--- src/rtl/lsu_pkg.sv ---
`default_nettype none
// +--------------------------------------------------------------------------+
// | lsu_pkg : shared types and decode helpers for the load/store unit        |
// | Revision: 1.0                                                            |
// +--------------------------------------------------------------------------+
package lsu_pkg;

    typedef enum logic [2:0] {
        LSU_B  = 3'b000,
        LSU_H  = 3'b001,
        LSU_W  = 3'b010,
        LSU_BU = 3'b100,
        LSU_HU = 3'b101
    } lsu_funct3_e;

    typedef enum logic [0:0] {
        IDLE   = 1'b0,
        SECOND = 1'b1
    } lsu_state_e;

    // Access size in bytes from the low funct3 bits.
    function automatic logic [2:0] lsu_size(input logic [1:0] sz);
        case (sz)
            2'b00:   lsu_size = 3'd1;
            2'b01:   lsu_size = 3'd2;
            default: lsu_size = 3'd4;
        endcase
    endfunction

    function automatic logic lsu_legal(input logic we, input logic [2:0] f3);
        case (f3)
            LSU_B, LSU_H, LSU_W: lsu_legal = 1'b1;
            LSU_BU, LSU_HU:      lsu_legal = !we;
            default:             lsu_legal = 1'b0;
        endcase
    endfunction

endpackage
`default_nettype wire

--- src/rtl/lsu_lane_align.sv ---
`default_nettype none
// +--------------------------------------------------------------------------+
// | lsu_lane_align : byte-mask, write-lane shift and load extension          |
// | Revision: 1.0                                                            |
// +--------------------------------------------------------------------------+
module lsu_lane_align (
    input  logic [1:0]  i_off,
    input  logic [2:0]  i_size,
    input  logic        i_sign,
    input  logic        i_hi_sel,
    input  logic [31:0] i_wdata,
    input  logic [31:0] i_lo_data,
    input  logic [31:0] i_hi_data,
    output logic [3:0]  o_bmask,
    output logic [31:0] o_wdata,
    output logic [31:0] o_rdata
);

    logic [3:0]  w_base;
    logic [7:0]  w_mask8;
    logic [63:0] w_wdata64;
    logic [63:0] w_rdata64;

    always_comb begin
        case (i_size)
            3'd1:    w_base = 4'b0001;
            3'd2:    w_base = 4'b0011;
            default: w_base = 4'b1111;
        endcase
    end

    // A 64-bit view covers both halves of a crossing access at once.
    assign w_mask8   = {4'b0000, w_base} << i_off;
    assign w_wdata64 = {32'h0, i_wdata} << {i_off, 3'b000};
    assign w_rdata64 = {i_hi_data, i_lo_data} >> {i_off, 3'b000};

    assign o_bmask = i_hi_sel ? w_mask8[7:4]     : w_mask8[3:0];
    assign o_wdata = i_hi_sel ? w_wdata64[63:32] : w_wdata64[31:0];

    always_comb begin
        case (i_size)
            3'd1:    o_rdata = {{24{i_sign & w_rdata64[7]}},  w_rdata64[7:0]};
            3'd2:    o_rdata = {{16{i_sign & w_rdata64[15]}}, w_rdata64[15:0]};
            default: o_rdata = w_rdata64[31:0];
        endcase
    end

endmodule
`default_nettype wire

--- src/rtl/lsu_split.sv ---
`default_nettype none
// +--------------------------------------------------------------------------+
// | lsu_split : load/store unit splitting word-crossing accesses in two      |
// | Revision: 1.0                                                            |
// +--------------------------------------------------------------------------+
module lsu_split
    import lsu_pkg::*;
#(
    parameter int WORD_AW = 9
) (
    input  logic        i_clk,
    input  logic        i_reset,
    input  logic        i_req,
    input  logic        i_we,
    input  logic [2:0]  i_funct3,
    input  logic [31:0] i_addr,
    input  logic [31:0] i_wdata,
    output logic        o_stall,
    output logic        o_done,
    output logic        o_err,
    output logic [31:0] o_rdata,
    output logic [31:0] o_mem_addr,
    output logic [31:0] o_mem_wdata,
    output logic [3:0]  o_mem_bmask,
    output logic        o_mem_wren,
    input  logic [31:0] i_mem_rdata
);

    lsu_state_e           r_state, w_next;
    logic                 r_we;
    logic [2:0]           r_funct3;
    logic [WORD_AW+1:0]   r_addr;
    logic [31:0]          r_wdata;
    logic [31:0]          r_lo;

    logic                 w_in_second;
    logic                 w_we;
    logic [2:0]           w_funct3;
    logic [WORD_AW+1:0]   w_addr;
    logic [31:0]          w_wdata;
    logic [1:0]           w_off;
    logic [2:0]           w_size;
    logic                 w_legal;
    logic                 w_cross;
    logic [WORD_AW-1:0]   w_word;
    logic [WORD_AW-1:0]   w_mem_word;
    logic                 w_active;
    logic                 w_capture;
    logic [3:0]           w_bmask;
    logic [31:0]          w_rdata;
    logic                 w_unused;

    assign w_unused = ^i_addr[31:WORD_AW+2];

    // In SECOND the latched request drives everything; the core bus is ignored.
    assign w_in_second = (r_state == SECOND);
    assign w_we        = w_in_second ? r_we     : i_we;
    assign w_funct3    = w_in_second ? r_funct3 : i_funct3;
    assign w_addr      = w_in_second ? r_addr   : i_addr[WORD_AW+1:0];
    assign w_wdata     = w_in_second ? r_wdata  : i_wdata;

    assign w_off   = w_addr[1:0];
    assign w_size  = lsu_size(w_funct3[1:0]);
    assign w_legal = lsu_legal(w_we, w_funct3);
    assign w_cross = ({1'b0, w_off} + w_size) > 3'd4;
    assign w_word  = w_addr[WORD_AW+1:2];

    always_comb begin
        w_next     = r_state;
        o_stall    = 1'b0;
        o_done     = 1'b0;
        o_err      = 1'b0;
        o_mem_wren = 1'b0;
        w_active   = 1'b0;
        w_capture  = 1'b0;
        w_mem_word = w_word;
        case (r_state)
            IDLE: begin
                if (i_req) begin
                    if (!w_legal) begin
                        o_err  = 1'b1;
                        o_done = 1'b1;
                    end else begin
                        w_active   = 1'b1;
                        o_mem_wren = i_we;
                        if (w_cross) begin
                            o_stall   = 1'b1;
                            w_capture = 1'b1;
                            w_next    = SECOND;
                        end else begin
                            o_done = 1'b1;
                        end
                    end
                end
            end
            SECOND: begin
                w_active   = 1'b1;
                o_mem_wren = r_we;
                o_done     = 1'b1;
                w_mem_word = w_word + 1'b1;
                w_next     = IDLE;
            end
            default: w_next = IDLE;
        endcase
    end

    lsu_lane_align u_align (
        .i_off     (w_off),
        .i_size    (w_size),
        .i_sign    (!w_funct3[2]),
        .i_hi_sel  (w_in_second),
        .i_wdata   (w_wdata),
        .i_lo_data (w_in_second ? r_lo : i_mem_rdata),
        .i_hi_data (w_in_second ? i_mem_rdata : 32'h0),
        .o_bmask   (w_bmask),
        .o_wdata   (o_mem_wdata),
        .o_rdata   (w_rdata)
    );

    assign o_mem_bmask = w_active ? w_bmask : 4'b0000;
    assign o_rdata     = (w_active && o_done && !w_we) ? w_rdata : 32'h0;
    assign o_mem_addr  = {{(32-WORD_AW){1'b0}}, w_mem_word};

    always_ff @(posedge i_clk or posedge i_reset) begin
        if (i_reset) begin
            r_state  <= IDLE;
            r_we     <= 1'b0;
            r_funct3 <= 3'b000;
            r_addr   <= '0;
            r_wdata  <= 32'h0;
            r_lo     <= 32'h0;
        end else begin
            r_state <= w_next;
            if (w_capture) begin
                r_we     <= i_we;
                r_funct3 <= i_funct3;
                r_addr   <= i_addr[WORD_AW+1:0];
                r_wdata  <= i_wdata;
                r_lo     <= i_mem_rdata;
            end
        end
    end

endmodule
`default_nettype wire

--- config.mk ---
export PLATFORM = sky130hd
export DESIGN_NAME = lsu_split
export DESIGN_NICKNAME = d
export VERILOG_FILES = /design/src/rtl/lsu_pkg.sv /design/src/rtl/lsu_lane_align.sv /design/src/rtl/lsu_split.sv
export SDC_FILE = /design/constraint.sdc
export NUM_CORES = 1
export LEC_CHECK = 0
export ABC_CLOCK_PERIOD_IN_PS = 4500
export BUFFER_PORTS_ARGS = -buffer_cell sky130_fd_sc_hd__buf_2
export CORE_ASPECT_RATIO = 1.4
export CORE_UTILIZATION = 40
export DETAILED_ROUTE_END_ITERATION = 7
export GPL_TIMING_DRIVEN = 1
export PLACE_DENSITY = 0.65
export SLEW_MARGIN = 20
export SYNTH_ARGS = -nofsm -noshare
export SYNTH_HDL_FRONTEND = slang
export SYNTH_SLANG_ARGS = --single-unit
--- constraint.sdc ---
create_clock -name i_clk -period 4.5 [get_ports i_clk]
set_clock_uncertainty 0.2 [all_clocks]
set_input_delay 0.45 -clock i_clk [delete_from_list [all_inputs] [get_ports i_clk]]
set_output_delay 0.45 -clock i_clk [all_outputs]
set_load 0.05 [all_outputs]
==> results of run 1 <==
[per-stage QoR]
stage               utilization, %  setup slack [ps]  hold WS [ps]  cells  instance area, sq um
CTS                           47.3               362          10.5   1047                  7620
floorplan                        -               168           281    735                  6660
detailed placement            45.4               748           292   1031                  7310
global route                  47.3               248          33.9   1047                  7620
global placement              45.4               796           291   1031                  7310
finish                        47.3               380         -16.3   1049                  7620
[power breakdown]
| group | internal (uW) | switching [uW] |
|---|---|---|
| clock | 485 | 294 |
| combinational | 1030 | 1290 |
| sequential | 991 | 298 |
[logic make-up (layout without fill, tap and decap cells)]
group / Yosys count / after routing
xor+xnor: 8 / 8
flops: 73 / 73
buf+inv: 93 / 206
fa+ha+maj: 3 / 3
simple gates: 192 / 192
mux: 154 / 154
compound gates: 189 / 189
other cells: 1 / 25
[worst register-to-register path, cell delays in order, from the launching register on]
cell and delay, ps:
dfrtp_4 600, buf_4 400, nor3b_1 100, a31oi_1 220, fa_1 450, nor2b_1 160, nor3_2 200, and4_4 270
buf_4 430, mux2_4 350
[layout make-up]
cell class | count | share of cell area (%)
clock inverters | 5 | 1.05
well taps | 199 | 3.27
clock buffers | 11 | 3.05
repair buffers | 181 | 12.7
flip-flops and latches | 73 | 24.0
multi-input cells | 569 | 55.4
inverters | 9 | 0.460
diodes | 2 | 0.0656
[worst max-delay path by stage]
stage                     cells past startpoint     endpoint  slack, ps
after detailed placement                     11  o_rdata[16]        750
after global routing                         11  o_rdata[16]        250
after global placement                       11  o_rdata[16]        800
final                                        11  o_rdata[16]        380
after floorplan                              13  o_rdata[16]        170
after CTS                                    11  o_rdata[16]        360
[cells in the mapped netlist, types with 9 or more instances]
cell type | instances | share of area [%]
mux2_4 | 72 | 16
o22ai_1 | 9 | 0.86
buf_1 | 11 | 0.63
clkbuf_1 | 19 | 1.1
buf_4 | 28 | 3.2
mux2i_1 | 76 | 12
a211oi_1 | 38 | 4.3
nand2_1 | 88 | 5.0
a21oi_1 | 69 | 5.3
buf_12 | 9 | 2.7
and2_1 | 11 | 1.0
dfrtp_1 | 73 | 28
nor2b_1 | 18 | 1.7
nor2_1 | 38 | 2.2
buf_2 | 16 | 1.2
nor3_1 | 17 | 1.3
o21ai_0 | 32 | 2.4
[flip-flops by register name, indices dropped and copies added (netlist names)]
signal,count
r_we,1
r_funct3,3
r_addr,11
r_wdata,25
r_state,1
r_lo,32
[routing by layer]
layer	share of wire [%]	GRT usage (%)
met1	43	28.8
met2	49	38.8
met4	1.4	5.76
met5	0	0
met3	6.4	4.92
==> metrics, run 1 <==
Die W around 110 um; core area about 16000 sq um; crit-path max cell delay around 600 ps; largest family of logic cells by synthesized area multiplexers; drt wl/cell between 15 and 20 um; # fillers about 1600; Hold-fix buffers, CTS 0; # DRC 4; CTS sink cnt 73; R2R setup slack a little under 1000 ps; Final Setup Violations 0; Worst-Margin Slew between 800 and 900 ps; FFs w/ async S/R, synth 100%; endpoint type of the worst setup path primary output; EDFF count, synth 0; vias per cell between 5 and 6; pin count of the biggest net entering global routing just under 50; multiplexer share of the synthesized area roughly 29%; first-pass GRT wire length about 30 mm; Initial Utilization 40.8%; flops & latches, synth 73; status finished, violations left; Routability Congestion a little over 0.8; Main synth FF type dfrtp_1; CTS tree yes; Worst Setup SP r_state; cells after synthesis between 700 and 800; worst endpoint required time 3850 ps; xor/xnor share of the synthesized area approximately 1.1%; Antenna Violating Nets Remaining 0; Total Neg Setup Slack 0 ps; power per cell area about 570 nW/um^2; Synth Warn # 0; Max IR drop VDD around 0.00025 V; Syn Area/Cell 9.22 sq um; commonest non-fill, non-tap cells in the layout buf_2, nand2_1, mux2i_1; DR pass1 iterations 6; total power approximately 4400 uW; most common cell after layout, fill and taps aside buf_2; I/O pin cnt ~210; htree depth 3; Final period util 91.5%; Worst-path clk slew 60 ps; hold slack -16.3 ps; count of final hold-check violations 14; Synth Area in Simple Gates 13.5%; failing checks DRC, hold timing; Slowest-stage cell, CP dfrtp_4; port bufs between 150 and 200; Layout area overhead 15.9%; Iter 0 DRT Violations around 370; Die Ht 154 um; unique cell type count in the Yosys netlist between 50 and 60; area taken by flip-flops and latches approximately 1800 sq um; leakage approximately 0.0037 uW; setup repair after global routing missed its margin false; critical-path cell list or3_1, o31ai_2, ha_1, inv_1, fa_1, nor2b_1, o31a_1, nor2_2, buf_4, nor3_1, buf_2; Post-CTS Setup Bufs 0; Worst-Skew Late Latency roughly 340 ps; antenna violations before repair 2; r2r startpoint r_state; register area share after synthesis roughly 28%; number of max-cap violations 0; number of global-route vias before repair roughly 5700; Routed WL roughly 19 mm; Startpoint Class flip-flop; capture point of the worst reg-to-reg path r_addr[6]; area of the multi-input gates between 4000 and 5000 sq um; die area between 15000 and 20000 sq um; minimum clock period ~4100 ps; Final #Nets 949; share of layout cells above drive strength 1 a little over a third; max-slew violation count 0; GRT Overall Usage between 20 and 25%; Max Fclk around 240 MHz; clk root buf clkbuf_16; FF-to-FF path depth 9; routed vias about 5900; compound-cell area share of the yosys netlist between 10% and 20%; Resize count post-CTS 0; total CTS buffers 9; critical path data arrival time around 3500 ps; maximum root-to-sink buffer count 2; Hold Crit Class input pin to async pin; Synth Area in Adders 0.685%; Crit Path Max Fanout 31; delay-heaviest family, CP simple AND/OR/NAND/NOR gates; WP buf/inv 3; total gr overflow 0; Max transition margin 42.4%; Core Rows 55; DP HPWL around 13 mm; Setup Crit Path Kind flip-flop to primary output; Netlist Area Pre-Place between 6000 and 7000 sq um
(Power assumes the default switching activity.)
==> run 2, diff against run 1 <==
--- a/config.mk
+++ b/config.mk
@@ -11,7 +11,7 @@
 export CORE_UTILIZATION = 40
 export DETAILED_ROUTE_END_ITERATION = 7
 export GPL_TIMING_DRIVEN = 1
-export PLACE_DENSITY = 0.65
+export PLACE_DENSITY = 0.7
 export SLEW_MARGIN = 20
 export SYNTH_ARGS = -nofsm -noshare
 export SYNTH_HDL_FRONTEND = slang
==> run 2 against run 1 <==
  * The run now ends clean
  * Global-route usage is 0.62 points lower
  * Critical path depth down 1
  * Design area is 0.21% higher
  * First-iteration DRC count is 16% higher
  * Combinational power hardly changed
  * Largest cell class unchanged
  * Non-clock buffer count rose by 1
  * Highest routed layer is now met5
  * Power shrank 0.28%
==> metrics, run 2 (synthesized netlist as in run 1, its figures left out) <==
status finished clean; Post-CTS Setup Bufs 0 (unchanged); commonest non-fill, non-tap cells in the layout buf_2, nand2_1, mux2i_1; die area 17000 sq um (unchanged); vias per cell 5.61 (-0.67%); worst endpoint required time 3850 ps (about the same); Worst Hold Launch i_addr[10]; Final Setup Violations 0 (unchanged); Max Fclk 238 MHz (-2.0%); endpoint type of the worst setup path primary output; most flop-heavy register r_lo; total CTS buffers 9 (unchanged); port bufs 162 (unchanged); CTS sink cnt 73 (unchanged); clk root buf clkbuf_16; Antenna Violating Nets Remaining 0 (unchanged); antenna violations before repair 3 (+1); biggest regs r_lo x32, r_wdata x25, r_addr x11; Layout area overhead 16.2%; fin cells 1049 (unchanged); Crit Path Max Fanout 31 (unchanged); DR pass1 iterations 5 (-1); leakage 0.00369 uW (+0.49%); htree depth 3 (unchanged); DP HPWL 12.6 mm (-0.11%); Hold Crit Class input pin to flip-flop; R2R setup slack 710 ps (-270 ps); max reg flops 32 (unchanged); Routability Congestion 0.794 (-1.5%); Final period util 93.4% (+1.9 points); # DRC 0 (-4); critical path data arrival time 3550 ps (+80 ps); Die Ht 154 um (unchanged); CTS tree yes; first-pass GRT wire length 29.3 mm (-2.5%); Iter 0 DRT Violations 434 (+16%); total gr overflow 0 (unchanged); Max IR drop VDD 0.000248 V (-2.1%); Total Neg Setup Slack 0 ps (unchanged); Setup Crit Path Kind flip-flop to primary output; Initial Utilization 40.8% (unchanged); Worst-Margin Slew 766 ps (-95.4 ps); Final #Nets 950 (+0.11%); most common cell after layout, fill and taps aside buf_2; r2r startpoint r_state; count of final hold-check violations 0 (-14); number of max-cap violations 0 (unchanged); I/O pin cnt 207 (unchanged); power per cell area 572 nW/um^2 (-0.49%); pin count of the biggest net entering global routing 62 (+27%); Core Rows 55 (unchanged); maximum root-to-sink buffer count 2 (unchanged); core area 16100 sq um (unchanged); Max transition margin 48.8% (+6.4 points); GRT Overall Usage 22.2% (-0.62 points); Die W 110 um (unchanged); Startpoint Class flip-flop; share of layout cells above drive strength 1 34.9% (+0.077 points); routed vias 5887 (-0.67%); placed cells 1031 (unchanged); Worst-Skew Late Latency 330 ps (about the same); Routed WL 18.7 mm (-2.1%); Worst-path clk slew 60 ps (about the same); Worst Setup SP r_state; setup repair after global routing missed its margin false; drt wl/cell 17.8 um (-2.1%); minimum clock period 4200 ps (+85.4 ps); max-slew violation count 0 (unchanged); number of global-route vias before repair 5670 (-0.65%)
-- run 2: cell types whose count changed in the layout (fill, tap and decap cells not counted), sizes merged --
cell	before	now
clkinv	3	5
clkinvlp	2	0
diode	2	1
dlygate4sd3	0	1
-- run 2: final timing paths --
path,to,cells past startpoint
setup reg to reg,r_wdata[27],9
min in group asynchronous,r_wdata[15],3
hold / removal,r_addr[10],2
max in group asynchronous,r_state,4
setup / recovery,o_rdata[24],10
hold reg to reg,r_lo[5],1
-- run 2: power by group --
group	switching, uW	internal [uW]
clock network	280	500
registers	319	991
logic	1250	1030
total	1850	2520
-- run 2: worst max-delay path, cell delays in order (launching register included) --
cell and delay [ps]:
dfrtp_4 590, buf_4 300, mux2_2 380, inv_2 270, fa_1 440, nor2b_1 160, o31a_1 310, nor2_2 80
buf_4 330, nor3_1 120, buf_2 230
-- run 2: routing by layer --
| layer | GRT usage [%] | routed length (um) | vias up |
|---|---|---|---|
| li1 | - | - | 2802 |
| met2 | 37.8 | 9240 | 225 |
| met4 | 6.70 | 348 | 4 |
| met1 | 27.5 | 7830 | 2826 |
| met5 | 0 | 22 | - |
| met3 | 4.66 | 1250 | 30 |
-- run 2: timing repair --
item                      CTS  global route
hold buffers                1             0
gates resized for setup     0             0
hold endpoints to repair   12             0
-- run 2: layout make-up --
cell class	instances	area [sq um]
clock buffers	11	243
multi-input cells	569	4220
flip-flops and latches	73	1830
fillers	1602	8460
repair buffers	182	976
diodes	1	2.50
inverters	9	35.0
well taps	199	249
clock inverters	5	78.8
-- run 2: stage by stage --
stage	total power [uW]	cell area, sq um	utilization [%]	hold WS [ps]	worst slack, ps
floorplan	3150	6660	-	281	168
global placement	3560	7310	45.4	291	645
detailed placement	3580	7310	45.4	292	658
CTS	4390	7640	47.4	156	288
global route	4640	7640	47.4	159	124
finish	4370	7640	47.4	167	295
